===== src/rtl/barrier_scheduler.sv =====
// Game-level sequencer for the barrier datapath: spawn timing, lane choice, lives, score and
// game-over, all paced by the VGA frame tick.
module barrier_scheduler #(
    parameter int unsigned LIVES_INIT      = 3,
    parameter int unsigned GAP_FRAMES      = 60,
    parameter int unsigned TRAVEL_FRAMES   = 120,
    parameter int unsigned HIT_HOLD_FRAMES = 30,
    parameter logic [15:0] LFSR_SEED       = 16'hACE1
) (
    input  logic        i_clk,
    input  logic        i_rst_n,
    input  logic        i_v_sync,
    input  logic        i_start,
    input  logic        i_penguin_hit,
    output logic [1:0]  o_active,
    output logic [1:0]  o_lives,
    output logic [15:0] o_score,
    output logic        o_game_over
);

    typedef enum logic [2:0] {StIdle, StGap, StActive, StHit, StOver} state_e;

    localparam logic [1:0] LivesInit  = 2'(LIVES_INIT);
    localparam logic [7:0] GapLast    = 8'(GAP_FRAMES - 1);
    localparam logic [7:0] TravelLast = 8'(TRAVEL_FRAMES - 1);
    localparam logic [7:0] HoldLast   = 8'(HIT_HOLD_FRAMES - 1);

    state_e      state_q;
    logic        v_sync_q;
    logic [7:0]  cnt_q;
    logic [15:0] lfsr_q;
    logic        tick;
    logic [15:0] lfsr_next;
    logic [1:0]  lane;

    assign tick      = i_v_sync & ~v_sync_q;
    // Right-shifting Galois form of x^16+x^14+x^13+x^11.
    assign lfsr_next = {1'b0, lfsr_q[15:1]} ^ (lfsr_q[0] ? 16'hB400 : 16'h0000);
    // Lane 00 would mean "no barrier", so fold it onto the middle lane.
    assign lane      = (lfsr_q[1:0] == 2'b00) ? 2'b10 : lfsr_q[1:0];

    always_ff @(posedge i_clk or negedge i_rst_n) begin
        if (!i_rst_n) begin
            state_q     <= StIdle;
            v_sync_q    <= 1'b0;
            cnt_q       <= 8'd0;
            lfsr_q      <= LFSR_SEED;
            o_active    <= 2'b00;
            o_lives     <= LivesInit;
            o_score     <= 16'd0;
            o_game_over <= 1'b0;
        end else begin
            v_sync_q <= i_v_sync;
            lfsr_q   <= lfsr_next;
            if (tick) begin
                cnt_q <= cnt_q + 8'd1;
            end
            // Any state change below also clears cnt_q, overriding the increment above.
            unique case (state_q)
                StIdle, StOver: begin
                    if (i_start) begin
                        state_q     <= StGap;
                        cnt_q       <= 8'd0;
                        o_lives     <= LivesInit;
                        o_score     <= 16'd0;
                        o_game_over <= 1'b0;
                    end
                end
                StGap: begin
                    if (tick && cnt_q == GapLast) begin
                        state_q  <= StActive;
                        cnt_q    <= 8'd0;
                        o_active <= lane;
                    end
                end
                StActive: begin
                    if (i_penguin_hit) begin
                        state_q  <= StHit;
                        cnt_q    <= 8'd0;
                        o_active <= 2'b00;
                        o_lives  <= (o_lives == 2'd0) ? 2'd0 : o_lives - 2'd1;
                    end else if (tick && cnt_q == TravelLast) begin
                        state_q  <= StGap;
                        cnt_q    <= 8'd0;
                        o_active <= 2'b00;
                        o_score  <= (o_score == 16'hFFFF) ? o_score : o_score + 16'd1;
                    end
                end
                StHit: begin
                    if (tick && cnt_q == HoldLast) begin
                        cnt_q <= 8'd0;
                        if (o_lives == 2'd0) begin
                            state_q     <= StOver;
                            o_game_over <= 1'b1;
                        end else begin
                            state_q <= StGap;
                        end
                    end
                end
                default: begin
                    state_q  <= StIdle;
                    cnt_q    <= 8'd0;
                    o_active <= 2'b00;
                end
            endcase
        end
    end

endmodule


===== config.mk =====
export PLATFORM = sky130hd
export DESIGN_NAME = barrier_scheduler
export DESIGN_NICKNAME = d
export VERILOG_FILES = /design/src/rtl/barrier_scheduler.sv
export SDC_FILE = /design/constraint.sdc
export NUM_CORES = 1
export LEC_CHECK = 0
export ABC_AREA = 1
export ABC_CLOCK_PERIOD_IN_PS = 4250
export CORE_UTILIZATION = 60
export DETAILED_ROUTE_END_ITERATION = 16
export HOLD_SLACK_MARGIN = 0.05
export MAX_ROUTING_LAYER = met4
export PLACE_DENSITY = 0.82
export RECOVER_POWER = 50
export SLEW_MARGIN = 10
export SYNTH_ARGS = -nofsm -noshare
export SYNTH_HDL_FRONTEND = slang
export SYNTH_SLANG_ARGS = --single-unit
export TNS_END_PERCENT = 30

===== constraint.sdc =====
create_clock -name i_clk -period 4.25 [get_ports i_clk]
set_input_delay 0.425 -clock i_clk [delete_from_list [all_inputs] [get_ports i_clk]]
set_output_delay 0.425 -clock i_clk [all_outputs]
set_load 0.05 [all_outputs]

==> impl_metrics.csv <==
group,metric,value,unit
placement,gp_congestion,0.825,
placement,dp_hpwl,3210,um
power,internal_power,0.000798,W
logic_synthesis,ys_warn_count,0,
logic_synthesis,ys.flop_type,"dfrtp_1",
power,power_density,492,mW/mm2
logic_synthesis,yosysMostFrequentCell,"nand2_1",
worst_hold_path,hold_path.class,"register to register",
sta,hold_viol_final,0,
logic_synthesis,netlist_instances,306,
sta,slew_headroom,-65.5,%
layout,drive_gt1_share,9.88,%
clock_tree,cts-hold-fix-buffers,0,
route,wirelength,4570,um
logic_synthesis,syn_nets,314,
logic_synthesis,synth_seq_area_share,49.4,%
clock_tree,postCtsSetupBuffers,0,
grt,grt_max_degree,50,
clock_tree,cts_buffers,5,
logic_synthesis,synth_common_cells,"nand2_1 (95), nor2_1 (43), dfrtp_1 (39)",
status,violations,"capacitance limit, slew limit",
power,p_total,0.00141,W
route,post_drt_wl_per_cell,11.9,um
clock_tree,clockRootBuffer,"clkbuf_8",
worst_setup_path,cp.depth,1,
sta,fmax,438,MHz
grt,antenna_found_initial,0,
logic_synthesis,syn_area_per_cell,8.19,um2
sta,worst_slew_pin_slew,2.48,ns
floorplanning,io_pins,26,
worst_setup_path,end_kind,"async pin",
worst_setup_path,critical_path.top_delay_family,"buffers and inverters",
placement,dpl.cell_count,376,
sta,skew,0.0141,ns
sta,fin_crit_sh,53.7,%
sta,setup_viol,0,
floorplanning,rows,23,
clock_tree,h-tree-depth,2,
floorplanning,die_y,66.6,um
route,dr.pass1.iters,4,
worst_setup_path,crit_required,4.15,ns
sta,slew_violations,50,
worst_setup_path,critPathSlowestCell,"clkbuf_1",
floorplanning,fp.dieW,66.6,um
power,p_comb_share,38.7,%
layout,fin_cells,384,
placement,io_buffers,25,
worst_setup_path,crit_buf_inv,1,
power,p_sw,0.000614,W
route,vias_per_cell,5.20,
logic_synthesis,synth_top_area_share,38.9,%
floorplanning,die_area,0.00444,mm2
worst_hold_path,hold_depth,0,
grt,grt_pass1_wl,8080,um
layout,n_antenna_cell,0,
route,drt_iter0_drc,180,
worst_setup_path,path_max_fanout,49,
route,antenna_left,0,
floorplanning,core_area,0.00400,mm2
sta,tns,0,ns
worst_setup_path,reg2reg_depth,8,
layout,area_delta_synth_final,14.5,%
worst_setup_path,cp_data_arrival_time,2.18,ns
power,sequentialPowerShare,40.4,%
worst_setup_path,start_kind,"primary input",
logic_synthesis,yosys.area.top_type,"dfrtp_1",
route,drc,0,
floorplanning,start_util,62.7,%
logic_synthesis,async_flop_share,100,%
worst_setup_path,max_stage_delay,1.73,ns
power,leakage,1.31,nW
power,vdd_drop_max,0.000285,V
grt,grt_usage,24.8,%
layout,nFillCells,317,
route,vias,1998,
clock_tree,cts_tree,"yes",
clock_tree,clkLatencyLatePin,0.31,ns
layout,layout.nets,341,
clock_tree,path_clk_slew,0.09,ns
worst_setup_path,path_cells,"clkbuf_1",
clock_tree,cts_buffer_depth,2,
run,maxCapViolations,1,
logic_synthesis,synth_edf_count,0,
logic_synthesis,synth_area,0.00251,mm2
sta,rsz0062_at_grt,"no",
grt,grt.overflow.total,0,
clock_tree,post_cts_resized,0,
logic_synthesis,synth-seq-cells,49,
clock_tree,cts_sinks,49,
status,status,"finished with violations",
logic_synthesis,ys_types,27,
power,swShare,43.5,%
worst_setup_path,worstSetupPathType,"primary input to async pin",
logic_synthesis,synth.area.top_cells,"dfrtp_1 (39%), nand2_1 (14%), dfstp_2 (10%)",
sta,period_needed,2.28,ns
grt,grt_pass1_vias,1912,
power,power.share.clock,20.9,%
power groups by stage:
stage / Sequential, W / Clock, W / Combinational [W]
2_1_floorplan: 0.000653 / 0 / 0.000372
3_5_place_dp: 0.000579 / 0 / 0.000549
4_1_cts: 0.000570 / 0.000308 / 0.000553
5_1_grt: 0.000579 / 0.000323 / 0.000616
6_report: 0.000570 / 0.000296 / 0.000546
3_3_place_gp: 0.000577 / 0 / 0.000534
cell usage in the layout, fill, tap and decap left out, types with 2 or more instances in the layout:
master | netlist | routed
nand2_1 | 95 | 95
nor2_1 | 43 | 43
dfrtp_1 | 39 | 39
inv_1 | 28 | 28
clkdlybuf4s50_1 | 0 | 23
nand3_1 | 19 | 19
xor2_1 | 12 | 12
o21ai_0 | 10 | 10
nand4_1 | 9 | 9
dfstp_2 | 10 | 9
nor2_2 | 5 | 5
clkbuf_8 | 0 | 5
nand3_2 | 4 | 4
xnor2_1 | 4 | 4
o21bai_1 | 4 | 4
o21ai_2 | 4 | 4
ha_1 | 3 | 3
nor2_4 | 2 | 2
nor3_1 | 2 | 2
inv_6 | 0 | 2
state kept, by name, indices dropped and copies added, names as in the netlist:
| register | cells |
|---|---|
| cnt_q | 8 |
| lfsr_q | 16 |
| o_active | 2 |
| o_game_over | 1 |
| o_lives | 2 |
| o_score | 16 |
| state_q | 3 |
| v_sync_q | 1 |
final timing paths:
path | slack, ns | start | endpoint
min in group asynchronous | 0.87 | i_rst_n | o_score[11]
setup / recovery | 1.97 | i_rst_n | o_score[3]
hold reg to reg | 0.36 | lfsr_q[6] | lfsr_q[5]
hold / removal | 0.36 | lfsr_q[6] | lfsr_q[5]
max in group i_clk | 2.13 | o_lives[0] | o_lives[0]
setup reg to reg | 2.30 | state_q[0] | o_score[13]
per-stage QoR:
| step | area, um2 | worst slack, ns | hold WS (ns) | utilization [%] |
|---|---|---|---|---|
| global placement | 2770 | 2.03 | 0.337 | 69.3 |
| CTS | 2870 | 2.11 | 0.324 | 71.8 |
| global route | 2870 | 1.34 | 0.363 | 71.7 |
| finish | 2870 | 1.97 | 0.359 | 71.7 |
| floorplan | 2510 | 2.38 | 0.129 | - |
| detailed placement | 2770 | 1.97 | 0.335 | 69.3 |
final cells by class:
cell class | instances | area [um2] | share of cell area [%]
timing repair buffer | 25 | 244 | 8.50
sequential | 49 | 1240 | 43.2
inverter | 28 | 105 | 3.66
clock inverter | 3 | 28.8 | 1.00
tap | 50 | 62.6 | 2.18
clock buffer | 5 | 68.8 | 2.40
multi-input combinational | 224 | 1120 | 39.1
routing by layer:
metal,vias up,track usage [%],share of wire [%]
li1,1019,-,-
met1,936,31.8,48
met2,37,39.0,47
met3,6,4.28,3.7
met4,0,9.84,1.5
met5,-,-,0
logic make-up (layout without fill, tap and decap cells):
| family | count (synthesis) | count (layout) | synth area share [%] |
|---|---|---|---|
| buf+inv | 33 | 61 | 5.84 |
| simple gates | 182 | 182 | 31.7 |
| flops | 49 | 49 | 49.4 |
| compound gates | 23 | 23 | 5.99 |
| xor+xnor | 16 | 16 | 5.59 |
| fa+ha+maj | 3 | 3 | 1.50 |
No activity file was read; power rests on OpenSTA's default activity.
